File: config.mk
export PLATFORM = sky130hd
export DESIGN_NAME = flash_read_arbiter
export DESIGN_NICKNAME = d
export VERILOG_FILES = /design/src/rtl/flash_arb_pkg.sv /design/src/rtl/rr_picker.sv /design/src/rtl/flash_read_arbiter.sv
export SDC_FILE = /design/constraint.sdc
export NUM_CORES = 1
export LEC_CHECK = 0
export CORE_ASPECT_RATIO = 0.9
export CORE_MARGIN = 2
export CORE_UTILIZATION = 28
export CTS_BUF_LIST = sky130_fd_sc_hd__clkbuf_8
export DETAILED_ROUTE_END_ITERATION = 10
export PLACE_DENSITY = 0.62
export SLEW_MARGIN = 15
export SYNTH_ARGS = -nofsm -noshare
export SYNTH_HDL_FRONTEND = slang
export SYNTH_HIERARCHICAL = 1
export SYNTH_SLANG_ARGS = --single-unit
File: constraint.sdc
create_clock -name clk -period 2.3 [get_ports clk]
set_input_delay 0.46 -clock clk [delete_from_list [all_inputs] [get_ports clk]]
set_output_delay 0.46 -clock clk [all_outputs]
set_load 0.01 [all_outputs]
File: src/rtl/flash_arb_pkg.sv
// Shared types and default sizing for the flash read arbiter.
// Holds the arbiter FSM state encoding and the default parameter values
// used by flash_read_arbiter and its round-robin picker.
package flash_arb_pkg;

  typedef enum logic [1:0] {
    ST_IDLE  = 2'd0,
    ST_ISSUE = 2'd1,
    ST_WAIT  = 2'd2
  } state_e;

  localparam int DEF_NUM_REQ   = 2;
  localparam int DEF_ADDR_W    = 16;
  localparam int DEF_DATA_W    = 16;
  localparam int DEF_MAX_BURST = 4;
  localparam int DEF_TIMEOUT   = 15;

endpackage

File: src/rtl/rr_picker.sv
// Combinational round-robin picker: first asserted request after last_owner.
// Ports: req_i (request vector), last_owner_i (previous owner index),
//        owner_o (selected index), found_o (any request asserted).
module rr_picker #(
  parameter int NUM_REQ = 2,
  parameter int IDX_W   = $clog2(NUM_REQ)
) (
  input  logic [NUM_REQ-1:0] req_i,
  input  logic [IDX_W-1:0]   last_owner_i,
  output logic [IDX_W-1:0]   owner_o,
  output logic               found_o
);

  // Scan starts one past the previous owner and wraps, so the previous
  // owner is considered last.
  always_comb begin
    owner_o = '0;
    found_o = 1'b0;
    for (int i = 1; i <= NUM_REQ; i++) begin
      if (!found_o && req_i[(int'(last_owner_i) + i) % NUM_REQ]) begin
        found_o = 1'b1;
        owner_o = IDX_W'((int'(last_owner_i) + i) % NUM_REQ);
      end
    end
  end

endmodule

File: src/rtl/flash_read_arbiter.sv
// Round-robin arbiter sharing one flash memory controller among NUM_REQ readers,
// with up to MAX_BURST sequential reads per grant and a per-read timeout.
// Ports: clk/rst (sync, active-high); req/base_addr per requester; gnt, rvalid,
//        rerr, rdata, busy to requesters; fmc_start/fmc_addr/fmc_ready/fmc_data to fmc.
module flash_read_arbiter
  import flash_arb_pkg::*;
#(
  parameter int NUM_REQ   = DEF_NUM_REQ,
  parameter int ADDR_W    = DEF_ADDR_W,
  parameter int DATA_W    = DEF_DATA_W,
  parameter int MAX_BURST = DEF_MAX_BURST,
  parameter int TIMEOUT   = DEF_TIMEOUT
) (
  input  logic                      clk,
  input  logic                      rst,
  input  logic [NUM_REQ-1:0]        req,
  input  logic [NUM_REQ*ADDR_W-1:0] base_addr,
  output logic [NUM_REQ-1:0]        gnt,
  output logic [NUM_REQ-1:0]        rvalid,
  output logic [NUM_REQ-1:0]        rerr,
  output logic [DATA_W-1:0]         rdata,
  output logic                      busy,
  output logic                      fmc_start,
  output logic [ADDR_W-1:0]         fmc_addr,
  input  logic                      fmc_ready,
  input  logic [DATA_W-1:0]         fmc_data
);

  localparam int IDX_W = $clog2(NUM_REQ);
  localparam int TMR_W = $clog2(TIMEOUT + 1);
  localparam int BC_W  = $clog2(MAX_BURST + 1);

  state_e              state_q, state_d;
  logic [IDX_W-1:0]    owner_q, owner_d;
  logic [IDX_W-1:0]    last_q, last_d;
  logic [ADDR_W-1:0]   cur_addr_q, cur_addr_d;
  logic [BC_W-1:0]     burst_q, burst_d;
  logic [TMR_W-1:0]    timer_q, timer_d;
  logic [DATA_W-1:0]   rdata_q, rdata_d;
  logic [NUM_REQ-1:0]  rvalid_q, rvalid_d;
  logic [NUM_REQ-1:0]  rerr_q, rerr_d;

  logic [IDX_W-1:0]    pick_owner;
  logic                pick_found;

  rr_picker #(
    .NUM_REQ (NUM_REQ),
    .IDX_W   (IDX_W)
  ) u_picker (
    .req_i        (req),
    .last_owner_i (last_q),
    .owner_o      (pick_owner),
    .found_o      (pick_found)
  );

  always_ff @(posedge clk) begin
    if (rst) begin
      state_q    <= ST_IDLE;
      owner_q    <= '0;
      last_q     <= IDX_W'(NUM_REQ - 1);
      cur_addr_q <= '0;
      burst_q    <= '0;
      timer_q    <= '0;
      rdata_q    <= '0;
      rvalid_q   <= '0;
      rerr_q     <= '0;
    end else begin
      state_q    <= state_d;
      owner_q    <= owner_d;
      last_q     <= last_d;
      cur_addr_q <= cur_addr_d;
      burst_q    <= burst_d;
      timer_q    <= timer_d;
      rdata_q    <= rdata_d;
      rvalid_q   <= rvalid_d;
      rerr_q     <= rerr_d;
    end
  end

  always_comb begin
    state_d    = state_q;
    owner_d    = owner_q;
    last_d     = last_q;
    cur_addr_d = cur_addr_q;
    burst_d    = burst_q;
    timer_d    = timer_q;
    rdata_d    = rdata_q;
    rvalid_d   = '0;
    rerr_d     = '0;
    case (state_q)
      ST_IDLE: begin
        if (pick_found) begin
          owner_d    = pick_owner;
          cur_addr_d = base_addr[int'(pick_owner)*ADDR_W +: ADDR_W];
          burst_d    = '0;
          state_d    = ST_ISSUE;
        end
      end
      ST_ISSUE: begin
        timer_d = '0;
        state_d = ST_WAIT;
      end
      ST_WAIT: begin
        timer_d = timer_q + TMR_W'(1);
        // A completing read takes priority over an expiring timer.
        if (fmc_ready) begin
          rdata_d           = fmc_data;
          rvalid_d[owner_q] = 1'b1;
          burst_d           = burst_q + BC_W'(1);
          if (req[owner_q] && ((int'(burst_q) + 1) < MAX_BURST)) begin
            cur_addr_d = cur_addr_q + ADDR_W'(1);
            state_d    = ST_ISSUE;
          end else begin
            last_d  = owner_q;
            state_d = ST_IDLE;
          end
        end else if (int'(timer_q) == TIMEOUT - 1) begin
          rerr_d[owner_q] = 1'b1;
          last_d          = owner_q;
          state_d         = ST_IDLE;
        end
      end
      default: state_d = ST_IDLE;
    endcase
  end

  always_comb begin
    gnt = '0;
    if (state_q != ST_IDLE) gnt[owner_q] = 1'b1;
  end

  assign busy      = (state_q != ST_IDLE);
  assign fmc_start = (state_q == ST_ISSUE);
  assign fmc_addr  = cur_addr_q;
  assign rdata     = rdata_q;
  assign rvalid    = rvalid_q;
  assign rerr      = rerr_q;

endmodule

==> impl_metrics.csv <==
group,metric,value,unit
cts,clk_pin_slew,0.09,ns
timing,max_slew.worst_pin.slew,0.628,ns
synth,yosysUniqueCellTypes,51,
cts,cts.sink_count,47,
min_path,whs_path_depth,2,
synth,synthXorXnorAreaFrac,0,
min_path,hold_class,"flop to flop",
route,drt-initial-drc-count,125,
final_layout,drive_gt1_frac,0.139,
die,rows,33,
run_status,status,"finished, final reports clean",
final_layout,fill_cells,935,
synth,synth_top_flop_cell,"dfxtp_1",
final_layout,diodes,0,
route,wirelength,7540,µm
final_layout,instances_no_fill,547,
synth,synth_cells,334,
die,core,9210,µm²
setup_path,endpoint_kind,"output port",
timing,rsz0062_at_grt,"no",
synth,synth_nets,395,
global_route,track_usage,0.146,
final_layout,final_cell_mix,"91 x clkdlybuf4s50_1, 59 x nand2_1, 47 x dfxtp_1",
setup_path,startpoint,"state_q[0]",
route,avgRoutedWirePerCell,13.8,µm
global_route,antenna_found_initial,0,
power_and_ir_drop,power_density,680,nW/µm²
die,die_x,107,µm
timing,max_slew_margin,0.580,
setup_path,r2r_slack,0.43,ns
setup_path,worstSetupPathType,"flop to output port",
cts,tritoncts,"done",
timing,tns,0,ns
synth,ys_seq_elements,47,
final_layout,fin_nets,485,
placement,gp_congestion,0.803,
route,ant_nets,0,
synth,synth-simple-area-share,0.252,
synth,yosysSeqAreaShare,0.351,
cts,cts_made_buffers,5,
timing,fmax,0.454,GHz
route,drc_errors,0,
route,vias,2642,
route,dr.pass1.iters,4,
final_layout,layout_commonest_cell,"clkdlybuf4s50_1",
final_layout,post-route-util,0.421,
global_route,grt_overflow_total,0,
die,die_h,96.8,µm
setup_path,worstPathRequired,1.84,ns
global_route,grt_max_degree,41,
setup_path,startpoint_type,"flop",
synth,synth_fa_ha_area_frac,0.0374,
setup_path,arrival,1.74,ns
synth,synth_mux_area_frac,0.0719,
timing,hold_viol,0,
final_layout,area_growth,44.7,%
synth,synth-compound-area-share,0.223,
cts,h-tree-depth,2,
setup_path,crit_fanout,8,
setup_path,rr_endpoint,"rdata[8]",
cts,clock_path_buffers,2,
synth,synthesis.area,2680,µm²
placement,post-place-cells,539,
min_path,whs_endpoint,"rdata[11]",
setup_path,r2r_cells,6,
flow_run,cap_violations,0,
placement,dp.final_hpwl,5570,µm
timing,setup_viol,0,
die,io-pin-count,93,
power_and_ir_drop,ir_drop,352,µV
global_route,grt_pass1_vias,2556,
cts,root_buffer,"clkbuf_8",
min_path,hold_path_startpoint,"rdata[11]",
synth,synth_warnings,6,
synth,syn_area_per_cell,8.02,µm²
synth,synth_top_family_by_area,"simple AND/OR/NAND/NOR gates",
power_and_ir_drop,p_leak,1.36,nW
cts,clock_latency,0.30,ns
timing,finClkSkew,0.00807,ns
placement,numPortBuffers,92,
synth,async_flop_share,0,
cts,holdBufCountCts,0,
timing,period_share,0.957,
die,die_area,10400,µm²
die,initial_core_util,0.291,
synth,synth-edff-count,0,
setup_path,rr_startpoint,"state_q[0]",
cts,postCtsSetupBuffers,0,
cts,ctsResizeCount,0,
timing,min_period,2.20,ns
global_route,grt_pass1_wl,12500,µm
timing,finalMaxSlewViolations,0,
route,vias_per_cell,4.83,
-- metal layers --
| metal | track usage | vias up | share of wire |
|---|---|---|---|
| li1 | - | 1353 | - |
| met1 | 0.212 | 1219 | 0.50 |
| met2 | 0.221 | 66 | 0.44 |
| met3 | 0.0323 | 4 | 0.060 |
| met4 | 0.0310 | 0 | 0.0056 |
| met5 | 0 | - | 0 |
-- registers in the layout (all words and copies together), names as in the netlist --
signal	flops
rdata	16
fmc_addr	16
timer_q	4
rvalid	2
state_q	2
rerr	2
owner_q	1
burst_q	3
last_q	1
-- critical path, stage by stage, from the launching register on --
cell and delay, ns:
dfxtp_1 0.38, inv_1 0.07, ha_1 0.30, inv_1 0.14, clkdlybuf4s50_1 0.55
-- cells by family after synthesis --
| logic type | count (synthesis) |
|---|---|
| mux | 19 |
| simple gates | 139 |
| flops | 47 |
| compound gates | 90 |
| buf+inv | 31 |
| fa+ha+maj | 8 |
-- synth_stat cells, drive strengths merged, types with 4 or more instances --
cell type | instances | area, µm²
nand2 | 60 | 228
nor4 | 4 | 37.5
buf | 16 | 115
and2 | 6 | 40.0
nor3 | 9 | 45.0
and3 | 5 | 31.3
nor2 | 28 | 108
mux2i | 17 | 170
a21oi | 43 | 256
clkbuf | 6 | 22.5
nand4 | 4 | 25.0
o21ai | 28 | 178
dfxtp | 47 | 941
ha | 8 | 100
inv | 9 | 33.8
nand3 | 12 | 80.1
-- through the flow --
step	power, mW	hold slack [ns]	cell area [µm²]	setup WS, ns
after floorplan	1.52	0.466	2680	0.623
after global placement	1.89	0.440	3740	0.0869
after detailed placement	1.91	0.448	3740	0.0347
after CTS	2.66	0.462	3880	0.0830
after global routing	2.79	0.482	3880	0.0286
final	2.64	0.456	3880	0.0995
-- how the worst max path moves through the flow --
stage | endpoint | slack (ns) | cells past startpoint
detailed placement | fmc_addr[5] | 0.03 | 7
CTS | busy | 0.08 | 4
floorplan | fmc_addr[13] | 0.62 | 8
finish | busy | 0.1 | 4
global route | busy | 0.03 | 4
global placement | fmc_addr[5] | 0.09 | 7
-- layout make-up --
class                           count  area, µm²  area share
Inverter                            9       33.8     0.00872
Timing Repair Buffer              105       1040       0.268
Sequential cell                    47        941       0.243
Multi-Input combinational cell    256       1570       0.405
Clock inverter                      3       71.3      0.0184
Clock buffer                        5       68.8      0.0178
Tap cell                          122        153      0.0394
-- power by group --
group	internal [mW]	switching (mW)	leakage [nW]	total, mW
registers	0.894	0.106	0.383	1.00
logic	0.446	0.442	0.905	0.889
clock network	0.441	0.306	0.0703	0.748
total	1.78	0.855	1.36	2.64
(Power assumes the default switching activity.)
